## config.mk

```make
export PLATFORM = sky130hd
export DESIGN_NAME = bus_slot_arbiter_flat
export DESIGN_NICKNAME = d
export VERILOG_FILES = /design/src/rtl/bus_slot_arbiter_if.sv /design/src/rtl/bus_slot_arbiter.sv /design/src/flat_wrapper.sv
export SDC_FILE = /design/constraint.sdc
export NUM_CORES = 1
export LEC_CHECK = 0
export CAP_MARGIN = 20
export CORE_ASPECT_RATIO = 0.6
export CORE_MARGIN = 1
export CORE_UTILIZATION = 54
export CTS_CLUSTER_SIZE = 10
export DETAILED_ROUTE_END_ITERATION = 7
export GPL_TIMING_DRIVEN = 0
export HOLD_SLACK_MARGIN = 0.12
export MAX_ROUTING_LAYER = met4
export PLACE_DENSITY = 0.83
export SYNTH_ARGS = -nofsm -noshare
export SYNTH_HDL_FRONTEND = slang
export SYNTH_SLANG_ARGS = --single-unit
```

## constraint.sdc

```tcl
create_clock -name clk32 -period 3.8 [get_ports clk32]
set_input_delay 0.76 -clock clk32 [delete_from_list [all_inputs] [get_ports clk32]]
set_output_delay 0.76 -clock clk32 [all_outputs]
set_load 0.01 [all_outputs]
```

## src/rtl/bus_slot_arbiter_if.sv

```systemverilog
// ----------------------------------------------------------------------------
// bus_slot_arbiter_if
// Request/acknowledge and slot-status bundle between the DRAM bus requesters
// and bus_slot_arbiter.
//   master : requester side (drives cpu/vid/snd/dma requests, snd_en)
//   slave  : arbiter side (drives slot position, grant, strobes, acks)
// ----------------------------------------------------------------------------
`timescale 1ns/1ps
interface bus_slot_arbiter_if;
    logic       cpu_req;
    logic       vid_req;
    logic       snd_req;
    logic       snd_en;
    logic       dma_req;
    logic [2:0] phase;
    logic       dma_slot;
    logic [4:0] gnt;
    logic [2:0] addr_src;
    logic       ram_cyc;
    logic       latch;
    logic [4:0] ack;
    logic       cpu_dtack_n;
    logic       ref_overrun;

    modport master (
        output cpu_req, vid_req, snd_req, snd_en, dma_req,
        input  phase, dma_slot, gnt, addr_src, ram_cyc, latch, ack,
               cpu_dtack_n, ref_overrun
    );

    modport slave (
        input  cpu_req, vid_req, snd_req, snd_en, dma_req,
        output phase, dma_slot, gnt, addr_src, ram_cyc, latch, ack,
               cpu_dtack_n, ref_overrun
    );
endinterface

```

## src/rtl/bus_slot_arbiter.sv

```systemverilog
// ----------------------------------------------------------------------------
// bus_slot_arbiter
// Divides the shared DRAM bus into 8-clock slots, alternating CPU slot and
// DMA slot, and grants each slot to one of CPU, video, sound DMA, disk DMA or
// refresh. Drives the address-mux select, RAM cycle/latch strobes, per-
// requester ack pulses and the CPU DTACK.
// Ports:
//   clk32 : 32 MHz clock, rising edge
//   res   : asynchronous active-high reset
//   bus   : slave modport of bus_slot_arbiter_if (requests in, slot status,
//           grant, strobes, acks, cpu_dtack_n, ref_overrun out)
// ----------------------------------------------------------------------------
`timescale 1ns/1ps
module bus_slot_arbiter #(
    parameter int unsigned REF_INTERVAL = 62,
    parameter int unsigned REF_MAXDEFER = 4
) (
    input  logic              clk32,
    input  logic              res,
    bus_slot_arbiter_if.slave bus
);
    typedef enum logic [2:0] {
        SRC_IDLE = 3'd0,
        SRC_CPU  = 3'd1,
        SRC_VID  = 3'd2,
        SRC_SND  = 3'd3,
        SRC_DMA  = 3'd4,
        SRC_REF  = 3'd5
    } src_e;

    localparam logic [4:0] G_CPU = 5'b00001;
    localparam logic [4:0] G_VID = 5'b00010;
    localparam logic [4:0] G_SND = 5'b00100;
    localparam logic [4:0] G_DMA = 5'b01000;
    localparam logic [4:0] G_REF = 5'b10000;

    localparam logic [7:0] REF_LAST = 8'(REF_INTERVAL - 1);
    localparam logic [3:0] AGE_LIM  = 4'(REF_MAXDEFER);

    logic [3:0] cnt_q, cnt_d;          // {dma_slot, phase}
    logic [4:0] gnt_q, gnt_d;
    src_e       src_q, src_d;
    logic [7:0] ref_cnt_q, ref_cnt_d;
    logic       ref_pend_q, ref_pend_d;
    logic [3:0] ref_age_q, ref_age_d;
    logic       dtack_n_q, dtack_n_d;
    logic       overrun_q, overrun_d;

    logic       slot_end;   // current clock is phase 7: next edge starts a slot
    logic       dma_start;  // next edge starts a DMA slot
    logic       ref_wrap;
    logic       pend_eff;   // pending including a wrap happening on this edge
    logic [3:0] age_inc;
    logic       aged;
    logic       ref_gnt;

    assign slot_end  = (cnt_q[2:0] == 3'd7);
    assign dma_start = slot_end & ~cnt_q[3];
    assign ref_wrap  = dma_start & (ref_cnt_q == REF_LAST);
    assign pend_eff  = ref_pend_q | ref_wrap;
    // Age is judged on the value it takes at this slot start, so a refresh
    // that went pending at slot N is aged at slot N+REF_MAXDEFER.
    assign age_inc   = (ref_pend_q && ref_age_q != 4'hF) ? ref_age_q + 4'd1 : ref_age_q;
    assign aged      = pend_eff & (age_inc >= AGE_LIM);

    always_comb begin
        cnt_d      = cnt_q + 4'd1;
        gnt_d      = gnt_q;
        src_d      = src_q;
        ref_gnt    = 1'b0;
        ref_cnt_d  = ref_cnt_q;
        ref_pend_d = ref_pend_q;
        ref_age_d  = ref_age_q;
        dtack_n_d  = dtack_n_q;
        overrun_d  = overrun_q | (ref_wrap & ref_pend_q);

        if (slot_end) begin
            gnt_d = '0;
            src_d = SRC_IDLE;
            if (cnt_q[3]) begin
                // Next slot is a CPU slot. A CPU cycle already acknowledged
                // (DTACK still low) must not be granted twice.
                if (bus.cpu_req && dtack_n_q) begin
                    gnt_d = G_CPU; src_d = SRC_CPU;
                end else if (bus.dma_req) begin
                    gnt_d = G_DMA; src_d = SRC_DMA;
                end
            end else begin
                if (aged) begin
                    gnt_d = G_REF; src_d = SRC_REF; ref_gnt = 1'b1;
                end else if (bus.vid_req) begin
                    gnt_d = G_VID; src_d = SRC_VID;
                end else if (pend_eff) begin
                    gnt_d = G_REF; src_d = SRC_REF; ref_gnt = 1'b1;
                end else if (bus.snd_req && bus.snd_en) begin
                    gnt_d = G_SND; src_d = SRC_SND;
                end else if (bus.dma_req) begin
                    gnt_d = G_DMA; src_d = SRC_DMA;
                end
            end
        end

        if (dma_start) begin
            ref_cnt_d  = ref_wrap ? 8'd0 : ref_cnt_q + 8'd1;
            ref_pend_d = pend_eff & ~ref_gnt;
            ref_age_d  = ref_gnt ? 4'd0 : age_inc;
        end

        if (gnt_q[0] && slot_end)
            dtack_n_d = 1'b0;
        else if (!bus.cpu_req)
            dtack_n_d = 1'b1;
    end

    always_ff @(posedge clk32 or posedge res) begin
        if (res) begin
            cnt_q      <= '0;
            gnt_q      <= '0;
            src_q      <= SRC_IDLE;
            ref_cnt_q  <= '0;
            ref_pend_q <= 1'b0;
            ref_age_q  <= '0;
            dtack_n_q  <= 1'b1;
            overrun_q  <= 1'b0;
        end else begin
            cnt_q      <= cnt_d;
            gnt_q      <= gnt_d;
            src_q      <= src_d;
            ref_cnt_q  <= ref_cnt_d;
            ref_pend_q <= ref_pend_d;
            ref_age_q  <= ref_age_d;
            dtack_n_q  <= dtack_n_d;
            overrun_q  <= overrun_d;
        end
    end

    assign bus.phase       = cnt_q[2:0];
    assign bus.dma_slot    = cnt_q[3];
    assign bus.gnt         = gnt_q;
    assign bus.addr_src    = src_q;
    assign bus.ram_cyc     = |gnt_q;
    assign bus.latch       = (|gnt_q) & (cnt_q[2:0] == 3'd6);
    assign bus.ack         = gnt_q & {5{slot_end}};
    assign bus.cpu_dtack_n = dtack_n_q;
    assign bus.ref_overrun = overrun_q;
endmodule

```

## src/flat_wrapper.sv

```systemverilog
// flat-port wrapper written by rule: the top's interface ports become plain ports
module bus_slot_arbiter_flat 
#(
    parameter int unsigned REF_INTERVAL = 62,
    parameter int unsigned REF_MAXDEFER = 4
)
  (clk32, res, bus_cpu_req, bus_vid_req, bus_snd_req, bus_snd_en, bus_dma_req, bus_phase, bus_dma_slot, bus_gnt, bus_addr_src, bus_ram_cyc, bus_latch, bus_ack, bus_cpu_dtack_n, bus_ref_overrun);
  bus_slot_arbiter_if bus_i ();
  input  logic clk32;
  input  logic res;
  input wire logic [$bits(bus_i.cpu_req)-1:0] bus_cpu_req;
  input wire logic [$bits(bus_i.vid_req)-1:0] bus_vid_req;
  input wire logic [$bits(bus_i.snd_req)-1:0] bus_snd_req;
  input wire logic [$bits(bus_i.snd_en)-1:0] bus_snd_en;
  input wire logic [$bits(bus_i.dma_req)-1:0] bus_dma_req;
  output wire logic [$bits(bus_i.phase)-1:0] bus_phase;
  output wire logic [$bits(bus_i.dma_slot)-1:0] bus_dma_slot;
  output wire logic [$bits(bus_i.gnt)-1:0] bus_gnt;
  output wire logic [$bits(bus_i.addr_src)-1:0] bus_addr_src;
  output wire logic [$bits(bus_i.ram_cyc)-1:0] bus_ram_cyc;
  output wire logic [$bits(bus_i.latch)-1:0] bus_latch;
  output wire logic [$bits(bus_i.ack)-1:0] bus_ack;
  output wire logic [$bits(bus_i.cpu_dtack_n)-1:0] bus_cpu_dtack_n;
  output wire logic [$bits(bus_i.ref_overrun)-1:0] bus_ref_overrun;
  assign bus_i.cpu_req = bus_cpu_req;
  assign bus_i.vid_req = bus_vid_req;
  assign bus_i.snd_req = bus_snd_req;
  assign bus_i.snd_en = bus_snd_en;
  assign bus_i.dma_req = bus_dma_req;
  assign bus_phase = bus_i.phase;
  assign bus_dma_slot = bus_i.dma_slot;
  assign bus_gnt = bus_i.gnt;
  assign bus_addr_src = bus_i.addr_src;
  assign bus_ram_cyc = bus_i.ram_cyc;
  assign bus_latch = bus_i.latch;
  assign bus_ack = bus_i.ack;
  assign bus_cpu_dtack_n = bus_i.cpu_dtack_n;
  assign bus_ref_overrun = bus_i.ref_overrun;
  bus_slot_arbiter #(.REF_INTERVAL(REF_INTERVAL), .REF_MAXDEFER(REF_MAXDEFER)) u_core (.clk32(clk32), .res(res), .bus(bus_i));
endmodule
```

==> results of run 1 <==
==> final cells by class <==
| type | count | area share (%) |
|---|---|---|
| repair buffers | 28 | 16.8 |
| plain buffers | 5 | 2.05 |
| inverters | 15 | 3.18 |
| multi-input cells | 89 | 35.1 |
| flip-flops and latches | 27 | 38.2 |
| well taps | 30 | 2.12 |
| clock buffers | 4 | 2.54 |
==> power breakdown <==
part | switching [mW] | total, mW | internal (mW)
sequential | 0.00175 | 0.291 | 0.289
clock | 0.0868 | 0.162 | 0.0751
combinational | 0.0144 | 0.0298 | 0.0154
total | 0.103 | 0.483 | 0.380
==> sequential cells by signal (all words and copies together), names as in the netlist <==
register,count
u_core.bus.addr_src,3
u_core.ref_pend_q,1
u_core.bus.cpu_dtack_n,1
u_core.bus.ref_overrun,1
u_core.cnt_q,4
u_core.bus.gnt,5
u_core.ref_age_q,4
u_core.ref_cnt_q,8
==> cell families (layout without fill, tap and decap cells) <==
group	count (synthesis)	after routing	share of synthesized area, %
and+or+nand+nor	47	47	19.4
AOI/OAI and AO/OA	30	30	16.2
DFF	27	27	48.6
buffers and inverters	20	52	6.65
adders and majority gates	6	6	5.39
xor gates and xnor gates	6	6	3.77
==> cells in the mapped netlist (2+ instances only) <==
cell type  count  area share (%)
a211o_2        2             1.4
a211oi_1       3             1.6
a21o_1         2             1.1
a21oi_1        5             1.8
a31oi_1        3             1.3
and2_1         6             2.7
and3_1         3             1.3
and4b_1        2             1.4
buf_2          2            0.72
dfrtp_1       26              47
ha_1           6             5.4
inv_1         14             3.8
nand2_1        7             1.9
nand2b_1       2            0.90
nand3_1        5             1.8
nand4_1        5             2.2
nor2_1         6             1.6
nor3_1         4             1.4
o21ai_0        6             2.2
o22ai_1        3             1.3
xnor2_1        2             1.3
xor2_1         4             2.5
==> layer usage <==
| metal | vias to the layer above | GRT usage, % | wire (um) |
|---|---|---|---|
| met3 | 6 | 7.07 | 166 |
| li1 | 541 | - | - |
| met2 | 31 | 42.8 | 1410 |
| met4 | 0 | 7.98 | 42 |
| met5 | - | - | 0 |
| met1 | 549 | 33.3 | 1440 |
==> stage by stage <==
stage	worst slack, ns	total power, mW	hold WS (ns)
detailed placement	1.07	0.323	0.445
finish	0.760	0.483	0.466
global route	0.640	0.500	0.490
global placement	1.17	0.322	0.441
floorplan	1.76	0.306	0.446
CTS	0.751	0.481	0.466
==> worst paths after layout <==
check                                    endpoint  slack (ns)  depth (start not counted)                   start
setup / recovery                       bus_ack[1]        0.76                          5         u_core.cnt_q[1]
max in group asynchronous  u_core.bus.cpu_dtack_n        2.67                          3                     res
hold / removal             u_core.bus.ref_overrun        0.47                          1  u_core.bus.ref_overrun
hold reg to reg            u_core.bus.ref_overrun        0.47                          1  u_core.bus.ref_overrun
setup reg to reg              u_core.ref_age_q[2]        1.74                          6         u_core.cnt_q[1]
min in group asynchronous         u_core.cnt_q[2]        0.68                          2                     res
==> summary.txt, run 1 <==
Global route
  – Total grt overflow: 0
  – First-pass GRT wire length: 4.91 mm
  – Largest net degree at the start of global routing: 28
  – Antenna violations before repair: 0
  – Vias in the first global route: 1,095
  – Gr usage total: 26.5%

Routing
  – Vias per inst: 5.69
  – Total Wirelength: 3.05 mm
  – Vias: 1,127
  – Wire length per cell: 15.4 um
  – # DRC: 0
  – DRT iter0 DRCs: 130
  – Routed Antenna Nets: 0
  – DR pass1 iterations: 4

Cells and area
  – Commonest cells after routing, fill and taps aside: clkdlybuf4s50_1, dfrtp_1, inv_1, nand2_1
  – Layout cells sized above 1: 9.52%
  – Multi-input logic area: 623 um2
  – Post-layout util: 77.3%
  – Register area: 677 um2
  – Antenna diode instance count: 0
  – Most common cell after layout, fill and taps aside: clkdlybuf4s50_1
  – Fin nets: 182
  – Design Area, Final: 1770 um2
  – # fillers: 143
  – Area grow syn2layout: 27.3%
  – Final instance count without filler cells: 198

Place
  – PortBufs: 27
  – Post-DP Area: 1700 um2
  – Hpwl dp: 2.25 mm
  – Placed cells: 193
  – Placer Congestion: 0.843

Clocking
  – CTS tree: yes
  – H-tree depth: 1
  – TritonCTS buffer count: 3
  – PostCTS Resize Cnt: 0
  – Clk buf depth: 2
  – Setup Buffers After CTS: 0
  – Clock Latency Late Sink: 0.27 ns
  – Worst-path clk slew: 0.09 ns
  – Root Buffer: clkbuf_8
  – Post-CTS Hold Buffers: 0
  – Clk sink count: 27

Setup path
  – Crit-path max FO: 10
  – Kind of critical path: flip-flop to primary output
  – Worst-path cell with the longest stage delay: clkdlybuf4s50_1
  – Worst Path Required: 3.04 ns
  – Crit path DAT: 2.28 ns
  – Worst setup SP type: flip-flop
  – Buf+Inv Stages, Crit Path: 2
  – Crit-path cells: ha_1 > ha_1 > clkbuf_1 > and2_1 > clkdlybuf4s50_1
  – Crit path max-delay family: buffers and inverters
  – CP endpoint kind: primary output
  – Most used cell, CP: ha_1
  – CP peak stage delay: 0.54 ns

STA
  – Final setup vio count: 0
  – Final Skew: 0.00486 ns
  – Min Tclk post-route: 3.04 ns
  – Worst Tran Pin Value: 0.618 ns
  – RSZ-0062 raised after global routing: no
  – Worst slew margin: 58.5%
  – Hold Violations, Final: 0
  – TNS Setup: 0 ns
  – Max-slew violation count: 0
  – Final period util: 80.0%
  – Peak Freq: 329 MHz

Power and ir drop
  – Power density cells: 272 nW/um2
  – Leak: 0.823 nW
  – Max VDD drop: 278 uV

Synth
  – Synth Instances: 136
  – Synth Cell Area: 1390 um2
  – Number of synthesized flops with an enable pin: 0
  – Synth warnings: 0
  – Avg Synthesized Cell Area: 10.2 um2
  – Synth unique cells: 40
  – Yosys reg bits: 27
  – Synth Net Count: 149
  – Post-synthesis sequential area ratio: 48.6%
  – Top FF cell, synth: dfrtp_1
  – Ys async rst share: 100%

Floorplan
  – Std-Cell Rows: 13
  – Die Y: 41.3 um
  – Initial core utilization: 60.7%
  – Die width: 67.6 um
  – Die Area: 2790 um2
  – Core area: 2290 um2
  – Ports: 28

Min path
  – Hold/Removal Path Class: flip-flop to flip-flop

Status
  – Status: complete, no violations

Job
  – Max-cap check violation count: 0
No activity file was read; power rests on OpenSTA's default activity.
==> run 2, diff against run 1 <==
- CORE_UTILIZATION: 54 -> 50
- PLACE_DENSITY: 0.83 -> 0.78
- clock period: 3.8 -> 3.2 ns (I/O delays scaled with it)
==> summary.txt, run 2 (same netlist as run 1, synthesis figures left out) <==
STA
  – Max-slew violation count: 0
  – Min Tclk post-route: 2.86 ns
  – RSZ-0062 raised after global routing: no
  – TNS Setup: 0 ns
  – Worst Tran Pin Value: 0.555 ns
  – Final period util: 89.5%
  – Final setup vio count: 0
  – Final Skew: 0.00359 ns
  – Worst slew margin: 62.8%
  – Peak Freq: 349 MHz
  – Hold Violations, Final: 0
  – Hold WS: 0.463 ns

Place
  – Placed cells: 195
  – Placer Congestion: 0.820
  – Hpwl dp: 2.16 mm
  – Post-DP Area: 1700 um2
  – PortBufs: 27

Setup path
  – Kind of critical path: flip-flop to primary output
  – Worst Path Required: 2.56 ns
  – Worst setup SP type: flip-flop
  – Crit path DAT: 2.22 ns
  – CP endpoint kind: primary output
  – Crit-path max FO: 10

Global route
  – GRT met2 Usage: 32.9%
  – Largest net degree at the start of global routing: 28
  – Gr usage total: 21.8%
  – GR peak layer: met2
  – Vias in the first global route: 1,009
  – Antenna violations before repair: 0
  – Met3 GRT Util: 5.94%
  – Met1 global-route usage: 29.3%
  – First-pass GRT wire length: 4.86 mm
  – Total grt overflow: 0

Power and ir drop
  – Power density cells: 323 nW/um2
  – Max VDD drop: 222 uV
  – Leak: 0.826 nW
  – Net Sw Power: 0.124 mW
  – Switching share of total power: 21.7%
  – Seq pwr share: 60.2%
  – Clock network power share: 33.7%
  – Combinational fraction of design power: 6.0%
  – Cell Int Power: 0.449 mW

Min path
  – Hold/Removal Path Class: flip-flop to flip-flop

Routing
  – Vias: 1,099
  – DRT iter0 DRCs: 68
  – Total Wirelength: 2.88 mm
  – DR pass1 iterations: 4
  – Routed Antenna Nets: 0
  – # DRC: 0
  – Wire length per cell: 14.4 um
  – Vias per inst: 5.50

Job
  – Max-cap check violation count: 0

Cells and area
  – Most common cell after layout, fill and taps aside: clkdlybuf4s50_1
  – Multi-input logic area: 623 um2
  – Most flops, register: u_core.ref_cnt_q
  – # fillers: 204
  – Antenna diode instance count: 0
  – Fin nets: 182
  – Post-layout util: 69.0%
  – Commonest cells after routing, fill and taps aside: clkdlybuf4s50_1, dfrtp_1, inv_1, nand2_1
  – Final instance count without filler cells: 200
  – Design Area, Final: 1780 um2
  – Register area: 677 um2
  – Largest register FFs: 8
  – Layout cells sized above 1: 10.1%
  – Area grow syn2layout: 27.6%

Clocking
  – CTS tree: yes
  – H-tree depth: 1
  – Clk sink count: 27
  – TritonCTS buffer count: 3
  – Post-CTS Hold Buffers: 0
  – Clk buf depth: 2
  – Clock Latency Late Sink: 0.27 ns
  – Worst-path clk slew: 0.09 ns
  – Setup Buffers After CTS: 0
  – PostCTS Resize Cnt: 0
  – Root Buffer: clkbuf_8

Floorplan
  – Die width: 70.1 um
  – Ports: 28
  – Die Y: 42.9 um
  – Std-Cell Rows: 14
  – Die Area: 3010 um2
  – Initial core utilization: 54.1%
  – Core area: 2570 um2

Status
  – Status: complete, no violations
-- run 2: critical path, stage by stage (launching register included) --
cell and delay, ns:
dfrtp_1 0.40, ha_1 0.16, ha_1 0.30, clkbuf_1 0.36
and2_1 0.18, clkdlybuf4s50_1 0.54
-- run 2: power by group through the flow --
stage          logic [mW]  registers, mW  clock network (mW)
6_report           0.0346          0.345               0.194
3_5_place_dp       0.0310          0.352                   0
5_1_grt            0.0381          0.346               0.216
4_1_cts            0.0311          0.346               0.199
2_1_floorplan      0.0102          0.353                   0
3_3_place_gp       0.0307          0.352                   0
-- run 2: final cells by class --
class                      count  share of cell area [%]
sequential                    27                    38.1
multi-input combinational     89                    35.1
timing repair buffer          28                    16.8
inverter                      15                    3.17
clock buffer                   3                    2.32
tap                           32                    2.25
buffer                         5                    2.04
clock inverter                 1                   0.282
-- run 2: final timing paths --
check | startpoint | end | slack (ns) | cells after the start
max | u_core.cnt_q[0] | bus_ack[3] | 0.34 | 5
min | u_core.bus.ref_overrun | u_core.bus.ref_overrun | 0.46 | 1
max reg2reg | u_core.cnt_q[0] | u_core.ref_age_q[2] | 1.21 | 6
min reg2reg | u_core.bus.ref_overrun | u_core.bus.ref_overrun | 0.46 | 1
max in group asynchronous | res | u_core.bus.cpu_dtack_n | 2.16 | 3
min in group asynchronous | res | u_core.cnt_q[2] | 0.58 | 2
-- run 2: routing by layer --
metal,vias up,routed length (um),share of wire [%]
met3,2,122,4.2
met5,-,0,0
met1,532,1420,50
li1,541,-,-
met4,0,11,0.38
met2,24,1320,46
-- run 2: per-stage QoR --
| stage | worst slack [ns] | total power, mW |
|---|---|---|
| final | 0.337 | 0.574 |
| after CTS | 0.338 | 0.576 |
| after floorplan | 1.28 | 0.363 |
| after detailed placement | 0.649 | 0.383 |
| after global routing | 0.190 | 0.600 |
| after global placement | 0.665 | 0.383 |
==> run 3, diff against run 2 <==
- CORE_UTILIZATION: 50 -> 60
- DONT_BUFFER_PORTS: not set -> 1
- PLACE_DENSITY: 0.78 -> not set
- PLACE_DENSITY_LB_ADDON: not set -> 0.3
==> summary.txt, run 3 (same netlist as run 1, synthesis figures left out) <==
Global route
  – Vias in the first global route: 981
  – Antenna violations before repair: 0
  – First-pass GRT wire length: 4.31 mm
  – Gr usage total: 24.5%
  – Total grt overflow: 0
  – Largest net degree at the start of global routing: 28

Setup path
  – Kind of critical path: flip-flop to primary output
  – Crit path DAT: 1.85 ns
  – Buf+Inv Stages, Crit Path: 1
  – Worst-path cell with the longest stage delay: dfrtp_1
  – Reg2reg end: u_core.ref_age_q[0]
  – Critical R2R Launch: u_core.cnt_q[0]
  – Worst Path Required: 2.56 ns
  – R2R cell count: 6
  – Crit path max-delay family: adder cells
  – CP endpoint kind: primary output
  – Worst setup SP type: flip-flop
  – Most used cell, CP: ha_1
  – Crit-path max FO: 10
  – R2r setup slk: 1.04 ns
  – Crit-path cells: ha_1 > ha_1 > clkbuf_1 > and2_1
  – CP peak stage delay: 0.46 ns

Routing
  – Total Wirelength: 2.77 mm
  – # DRC: 0
  – Wire length per cell: 16.2 um
  – DR pass1 iterations: 6
  – Vias: 1,018
  – Routed Antenna Nets: 0
  – DRT iter0 DRCs: 76
  – Vias per inst: 5.95

Floorplan
  – Initial core utilization: 63.9%
  – Ports: 28
  – Die Area: 2520 um2
  – Die width: 64.2 um
  – Core area: 2180 um2
  – Std-Cell Rows: 13
  – Die Y: 39.3 um

Cells and area
  – # fillers: 178
  – Design Area, Final: 1490 um2
  – Post-layout util: 68.4%
  – Most flops, register: u_core.ref_cnt_q
  – Layout cells sized above 1: 11.3%
  – Multi-input logic area: 623 um2
  – Fin nets: 155
  – Final instance count without filler cells: 171
  – Largest register FFs: 8
  – Commonest cells after routing, fill and taps aside: dfrtp_1, inv_1, nand2_1
  – Register area: 677 um2
  – Antenna diode instance count: 0
  – Most common cell after layout, fill and taps aside: dfrtp_1
  – Area grow syn2layout: 7.01%

STA
  – Min Tclk post-route: 2.49 ns
  – Min setup slack post-route: 0.708 ns
  – Worst Tran Pin Value: 0.623 ns
  – Hold Violations, Final: 0
  – Max-slew violation count: 0
  – TNS Setup: 0 ns
  – Final period util: 77.9%
  – Final Skew: 0.00763 ns
  – Hold WS: 0.305 ns
  – Peak Freq: 401 MHz
  – Worst slew margin: 58.2%
  – Final setup vio count: 0
  – RSZ-0062 raised after global routing: no

Clocking
  – Setup Buffers After CTS: 0
  – Clk sink count: 27
  – Worst-path clk slew: 0.09 ns
  – Post-CTS Hold Buffers: 0
  – Clock Latency Late Sink: 0.27 ns
  – H-tree depth: 1
  – CTS tree: yes
  – Clk buf depth: 2
  – TritonCTS buffer count: 3
  – Root Buffer: clkbuf_8
  – PostCTS Resize Cnt: 0

Power and ir drop
  – Power density cells: 371 nW/um2
  – Tot Pwr: 0.553 mW
  – Max VDD drop: 270 uV
  – Leak: 0.719 nW

Job
  – Max-cap check violation count: 0

Status
  – Status: complete, no violations

Place
  – Setup WS pre-CTS: 1.02 ns
  – Placer Congestion: 0.817
  – Post-DP Area: 1430 um2
  – Hpwl dp: 2.01 mm
  – Placed cells: 166
  – PortBufs: 0

Min path
  – Hold/Removal Path Class: input port to asynchronous set/reset pin
## run 3: cell type report
cell class / count / share of cell area, %
well taps: 30 / 2.52
plain buffers: 5 / 2.43
repair buffers: 1 / 1.01
flip-flops and latches: 27 / 45.4
multi-input cells: 89 / 41.8
clock buffers: 4 / 3.02
inverters: 15 / 3.78
## run 3: power by group
| part | total, mW | leakage [nW] | switching, mW | internal (mW) |
|---|---|---|---|---|
| clock | 0.191 | 0.0228 | 0.101 | 0.0891 |
| sequential | 0.347 | 0.353 | 0.00346 | 0.344 |
| combinational | 0.0151 | 0.344 | 0.0106 | 0.00448 |
## run 3: worst max-delay path by stage
stage                     cells after the start  slack [ns]    endpoint       startpoint
after floorplan                               4        1.28  bus_ack[2]  u_core.cnt_q[1]
after global placement                        4        1.06  bus_ack[3]  u_core.cnt_q[1]
after detailed placement                      4        1.02  bus_ack[2]  u_core.cnt_q[1]
after CTS                                     4        0.71  bus_ack[2]  u_core.cnt_q[0]
after global routing                          4        0.62  bus_ack[1]  u_core.cnt_q[0]
final                                         4        0.71  bus_ack[2]  u_core.cnt_q[0]
## run 3: per-layer routing
metal | track usage [%] | wire [um]
met1 | 31.1 | 1240
met2 | 39.9 | 1390
met3 | 6.98 | 143
met4 | 5.56 | 0
met5 | - | 0
